**config.mk**
```make
export PLATFORM = sky130hd
export DESIGN_NAME = key_event_ctrl
export DESIGN_NICKNAME = d
export VERILOG_FILES = /design/src/rtl/key_pkg.sv /design/src/rtl/key_level_debounce.sv /design/src/rtl/key_event_ctrl.sv
export SDC_FILE = /design/constraint.sdc
export NUM_CORES = 1
export LEC_CHECK = 0
export ABC_AREA = 1
export BUFFER_PORTS_ARGS = -buffer_cell sky130_fd_sc_hd__buf_2
export CAP_MARGIN = 20
export CORE_MARGIN = 2
export CORE_UTILIZATION = 58
export CTS_BUF_LIST = sky130_fd_sc_hd__clkbuf_4
export CTS_CLUSTER_DIAMETER = 100
export CTS_CLUSTER_SIZE = 8
export DETAILED_ROUTE_END_ITERATION = 8
export PLACE_DENSITY_LB_ADDON = 0.25
export REMOVE_ABC_BUFFERS = 1
export SLEW_MARGIN = 20
export SYNTH_ARGS = -nofsm -noshare
export SYNTH_HDL_FRONTEND = slang
export SYNTH_HIERARCHICAL = 1
export SYNTH_SLANG_ARGS = --single-unit
```
**constraint.sdc**
```tcl
create_clock -name sys_clk -period 3.4 [get_ports sys_clk]
set_input_delay 0.51 -clock sys_clk [delete_from_list [all_inputs] [get_ports sys_clk]]
set_output_delay 0.51 -clock sys_clk [all_outputs]
set_load 0.02 [all_outputs]
```
**src/rtl/key_pkg.sv**
```systemverilog
// Shared definitions for the key event controller: FSM encoding and
// default timing constants for a 50 MHz sys_clk.
package key_pkg;

   localparam logic [2:0] ST_IDLE   = 3'd0;
   localparam logic [2:0] ST_PRESS1 = 3'd1;
   localparam logic [2:0] ST_GAP    = 3'd2;
   localparam logic [2:0] ST_PRESS2 = 3'd3;
   localparam logic [2:0] ST_LONG   = 3'd4;

   localparam logic [19:0] DEB_CNT_DEF    = 20'd50_000;
   localparam logic [25:0] LONG_CNT_DEF   = 26'd50_000_000;
   localparam logic [23:0] DBL_GAP_DEF    = 24'd15_000_000;
   localparam logic [23:0] REPEAT_CNT_DEF = 24'd10_000_000;

   function automatic int unsigned max3(input int unsigned a, input int unsigned b,
                                        input int unsigned c);
      int unsigned m;
      m = (a > b) ? a : b;
      return (m > c) ? m : c;
   endfunction

endpackage

```
**src/rtl/key_level_debounce.sv**
```systemverilog
// Two-flop synchroniser followed by a level debouncer: key_lvl only follows
// the synced key after it has disagreed for DEB_CNT consecutive cycles.
module key_level_debounce
   import key_pkg::*;
#(
   parameter logic [19:0] DEB_CNT = DEB_CNT_DEF
) (
   input  logic sys_clk,
   input  logic sys_rstn,
   input  logic key_in,
   output logic key_lvl
);

   logic        sync1;
   logic        sync2;
   logic [19:0] cnt;

   always_ff @(posedge sys_clk or negedge sys_rstn) begin
      if (!sys_rstn) begin
         sync1   <= 1'b0;
         sync2   <= 1'b0;
         cnt     <= '0;
         key_lvl <= 1'b0;
      end else begin
         sync1 <= key_in;
         sync2 <= sync1;
         if (sync2 == key_lvl) begin
            cnt <= '0;
         end else if (cnt == DEB_CNT - 20'd1) begin
            key_lvl <= ~key_lvl;
            cnt     <= '0;
         end else begin
            cnt <= cnt + 20'd1;
         end
      end
   end

endmodule

```
**src/rtl/key_event_ctrl.sv**
```systemverilog
// Key press classifier: debounced level feeds an edge detector and a
// five-state FSM that emits one-cycle short/double/long/repeat pulses.
//
//  state     | meaning
//  ----------+---------------------------------------------------
//  ST_IDLE   | waiting for a press
//  ST_PRESS1 | first press held, timing towards long
//  ST_GAP    | released after first press, waiting for a second
//  ST_PRESS2 | second press held, double fires on release
//  ST_LONG   | long hold reached, periodic repeat ticks
module key_event_ctrl
   import key_pkg::*;
#(
   parameter logic [19:0] DEB_CNT    = DEB_CNT_DEF,
   parameter logic [25:0] LONG_CNT   = LONG_CNT_DEF,
   parameter logic [23:0] DBL_GAP    = DBL_GAP_DEF,
   parameter logic [23:0] REPEAT_CNT = REPEAT_CNT_DEF
) (
   input  logic sys_clk,
   input  logic sys_rstn,
   input  logic key_in,
   input  logic en,
   input  logic repeat_en,
   output logic short_pulse,
   output logic double_pulse,
   output logic long_pulse,
   output logic repeat_pulse,
   output logic key_lvl,
   output logic busy
);

   localparam int unsigned TMR_MAX = max3(LONG_CNT, DBL_GAP, REPEAT_CNT);
   localparam int          TW      = $clog2(TMR_MAX + 1);

   localparam logic [TW-1:0] LONG_T = TW'(LONG_CNT - 26'd1);
   localparam logic [TW-1:0] GAP_T  = TW'(DBL_GAP - 24'd1);
   localparam logic [TW-1:0] REP_T  = TW'(REPEAT_CNT - 24'd1);
   localparam logic [TW-1:0] TMR_SAT = TW'(TMR_MAX);

   logic          lvl_q;
   logic          rise;
   logic          fall;
   logic [2:0]    state;
   logic [2:0]    state_nxt;
   logic [TW-1:0] timer;
   logic          rep_clr;
   logic          short_nxt;
   logic          double_nxt;
   logic          long_nxt;
   logic          repeat_nxt;

   key_level_debounce #(.DEB_CNT(DEB_CNT)) u_deb (
      .sys_clk  (sys_clk),
      .sys_rstn (sys_rstn),
      .key_in   (key_in),
      .key_lvl  (key_lvl)
   );

   assign rise = key_lvl & ~lvl_q;
   assign fall = ~key_lvl & lvl_q;

   // Edges take priority over a coincident timeout in every state.
   always_comb begin
      state_nxt  = state;
      rep_clr    = 1'b0;
      short_nxt  = 1'b0;
      double_nxt = 1'b0;
      long_nxt   = 1'b0;
      repeat_nxt = 1'b0;
      if (!en) begin
         state_nxt = ST_IDLE;
      end else begin
         case (state)
            ST_IDLE: begin
               if (rise) state_nxt = ST_PRESS1;
            end
            ST_PRESS1: begin
               if (fall) begin
                  state_nxt = ST_GAP;
               end else if (timer == LONG_T) begin
                  long_nxt  = 1'b1;
                  state_nxt = ST_LONG;
               end
            end
            ST_GAP: begin
               if (rise) begin
                  state_nxt = ST_PRESS2;
               end else if (timer == GAP_T) begin
                  short_nxt = 1'b1;
                  state_nxt = ST_IDLE;
               end
            end
            ST_PRESS2: begin
               if (fall) begin
                  double_nxt = 1'b1;
                  state_nxt  = ST_IDLE;
               end
            end
            ST_LONG: begin
               if (fall) begin
                  state_nxt = ST_IDLE;
               end else if (timer == REP_T) begin
                  rep_clr    = 1'b1;
                  repeat_nxt = repeat_en;
               end
            end
            default: state_nxt = ST_IDLE;
         endcase
      end
   end

   always_ff @(posedge sys_clk or negedge sys_rstn) begin
      if (!sys_rstn) begin
         lvl_q        <= 1'b0;
         state        <= ST_IDLE;
         busy         <= 1'b0;
         timer        <= '0;
         short_pulse  <= 1'b0;
         double_pulse <= 1'b0;
         long_pulse   <= 1'b0;
         repeat_pulse <= 1'b0;
      end else begin
         lvl_q        <= key_lvl;
         state        <= state_nxt;
         busy         <= (state_nxt != ST_IDLE);
         short_pulse  <= short_nxt;
         double_pulse <= double_nxt;
         long_pulse   <= long_nxt;
         repeat_pulse <= repeat_nxt;
         if (!en || (state_nxt != state) || rep_clr) begin
            timer <= '0;
         end else if (timer != TMR_SAT) begin
            timer <= timer + 1'b1;
         end
      end
   end

endmodule
```
==> flow_summary.json <==
{
  "status": "finished, final reports clean",
  "power_mw": 1.390,
  "cp-start-kind": "flop",
  "vias": 3171,
  "n_fill_cell": 532,
  "core_area_um2": 6277,
  "crit_arrival_ns": 2.53,
  "cts_tree": "done",
  "grt_pass1_vias": 3032,
  "crit_required_ns": 3.67,
  "drt_first_iter_violations": 274,
  "antenna_cells": 0,
  "detail-route-antenna-nets": 0,
  "grt-ovfl-total": 0,
  "fin_tns_setup_ns": 0,
  "cts_root_buf": "clkbuf_4",
  "skew_ns": 0.01543,
  "final.period_utilization": 0.6629,
  "post-route-util": 0.6352,
  "ys_types": 30,
  "clockBufferDepth": 2,
  "cts.sinks": 58,
  "leakage_nw": 1.796,
  "die_h_um": 84.07,
  "fin_cells": 585,
  "ctsResizeCount": 0,
  "post_cts_buffers": 0,
  "hp-class": "primary input to flop",
  "power.density_nw_per_um2": 348.6,
  "dieArea_um2": 7068,
  "rsz0062_at_grt": "no",
  "drv_slew": 0,
  "reg2regPathDepth": 14,
  "track_usage": 0.2379,
  "final_cell_mix": "93 x nor2_1, 90 x nand2_1, 60 x inv_1",
  "worstMarginPinSlew_ns": 0.9571,
  "num_rows": 29,
  "cap_viol_max_count": 0,
  "port_buffers": 10,
  "whs_path_depth": 1,
  "io_pins": 11,
  "grt_pass1_wl_um": 13620,
  "seq_area_frac_synth": 0.3903,
  "synth_area_leader_cell": "dfrtp_1",
  "period_minus_slack_ns": 2.254,
  "clk_transition_reported_paths_ns": 0.10,
  "yosysWarnings": 6,
  "hold_buffers": 0,
  "htree_levels": 3,
  "drcViolationCount": 0,
  "ir_drop_mv": 0.2503,
  "vias_per_cell": 5.421,
  "drt-total-wl_um": 7765,
  "syn-cell-area_um2": 3719,
  "hold_viol": 0,
  "initial_core_util": 0.5924,
  "nets": 512,
  "clkLatencyLatePin_ns": 0.41,
  "cts-buffers-inserted": 9,
  "final_common_cell": "nor2_1",
  "setup_viol": 0,
  "max_slew_margin": 0.3619,
  "cp_max_fo": 26,
  "ys_seq_elements": 58,
  "crit_type": "flop to flop",
  "synth_top_area_frac": 0.3903,
  "chipWidth_um": 84.07,
  "final_layout_size_suffix_gt1_frac": 0.1713,
  "area_growth_pct": 7.234,
  "wl_per_cell_um": 13.27,
  "gp_congestion": 0.8851,
  "synthTopCellsByArea": "dfrtp_1 39%, nor2_1 9.4%, nand2_1 9.1%, nor2_4 8.2%, inv_1 6.1%",
  "dp.cells": 570,
  "drtPass1Iterations": 5,
  "synthesis.instances": 487,
  "end_kind": "flop",
  "clock.fmax_mhz": 443.7,
  "postSynthAreaPerCell_um2": 7.636,
  "dp_hpwl_um": 5789,
  "grt_max_degree": 44,
  "antenna_found_initial": 0
}
[critical path, stage by stage (launching register included)]
cell     delay [ns]
dfrtp_1        0.37
ha_1           0.22
nand2_1        0.11
nor2_1         0.13
nand3_1        0.09
nor2_1         0.14
nand2_1        0.07
nand2_1        0.06
nand2_1        0.06
nand2_1        0.10
nand2_1        0.07
nand2_2        0.09
nor2_4         0.04
nand2_4        0.48
nor2_1         0.09
[layer usage]
layer,up-vias,track usage,share of wire
li1,1559,-,-
met1,1458,0.3372,0.47
met2,132,0.3550,0.45
met3,22,0.04352,0.060
met4,0,0.1056,0.023
met5,-,0,0
[per-stage QoR]
stage / area (um^2) / hold WS, ns / setup WS (ns)
3_3_place_gp: 3814 / 0.3334 / 1.227
4_1_cts: 3988 / 0.1782 / 1.129
5_1_grt: 3988 / 0.1750 / 0.8855
3_5_place_dp: 3814 / 0.3464 / 1.132
6_report: 3988 / 0.2010 / 1.146
2_1_floorplan: 3660 / 0.2144 / 1.450
[where the power goes]
part	switching, mW	total, mW	internal, mW
Sequential	0.00673	0.703	0.696
Clock	0.262	0.627	0.365
Combinational	0.0459	0.0602	0.0142
Total	0.315	1.39	1.08
[cells in the mapped netlist, drive strengths merged]
library cell  count
nor2            124
nand2           101
inv              73
dfrtp            58
nand3            42
xor2             23
nand4            15
o21ai            11
nor3             10
nor4              5
xnor2             5
buf               4
and3              3
ha                3
nand3b            3
nor3b             2
a21o              1
a21oi             1
a31oi             1
clkbuf            1
or2               1
[area by class of cell]
| type | instances | area, um^2 | share of cell area |
|---|---|---|---|
| clock buffers | 9 | 67.56 | 0.01694 |
| repair buffers | 11 | 57.56 | 0.01443 |
| clock inverters | 6 | 106.4 | 0.02667 |
| inverters | 73 | 274.0 | 0.06872 |
| multi-input cells | 351 | 1934 | 0.4851 |
| well taps | 77 | 96.34 | 0.02416 |
| flip-flops and latches | 58 | 1451 | 0.3640 |
[registers in the layout, indices dropped and copies added (netlist names)]
signal and count:
lvl_q 1, u_deb/sync2 1, busy 1, repeat_pulse 1
state 3, short_pulse 1, u_deb/cnt 20, u_deb/key_lvl 1
u_deb/sync1 1, timer 26, double_pulse 1, long_pulse 1
[final timing paths]
kind	start	end	slack, ns
worst min-delay path	key_in	u_deb/sync1$_DFF_PN0_	0.20
worst max register to register	timer[1]$_DFFE_PN0P_	timer[13]$_DFFE_PN0P_	1.15
worst min register to register	u_deb/sync1$_DFF_PN0_	u_deb/sync2$_DFF_PN0_	0.37
min in group asynchronous	sys_rstn	u_deb/cnt[17]$_DFF_PN0_	0.24
max in group asynchronous	sys_rstn	timer[0]$_DFFE_PN0P_	2.37
worst max-delay path	timer[1]$_DFFE_PN0P_	timer[13]$_DFFE_PN0P_	1.15
[cell families (layout without fill, tap and decap cells)]
| logic type | after synthesis | count (layout) | synth area share |
|---|---|---|---|
| AOI/OAI and AO/OA | 14 | 14 | 0.01985 |
| buffers and inverters | 78 | 99 | 0.08950 |
| adders and majority gates | 3 | 3 | 0.01010 |
| DFF | 58 | 58 | 0.3903 |
| xor gates and xnor gates | 28 | 28 | 0.06595 |
| and+or+nand+nor | 306 | 306 | 0.4243 |
No activity file was read; power rests on OpenSTA's default activity.
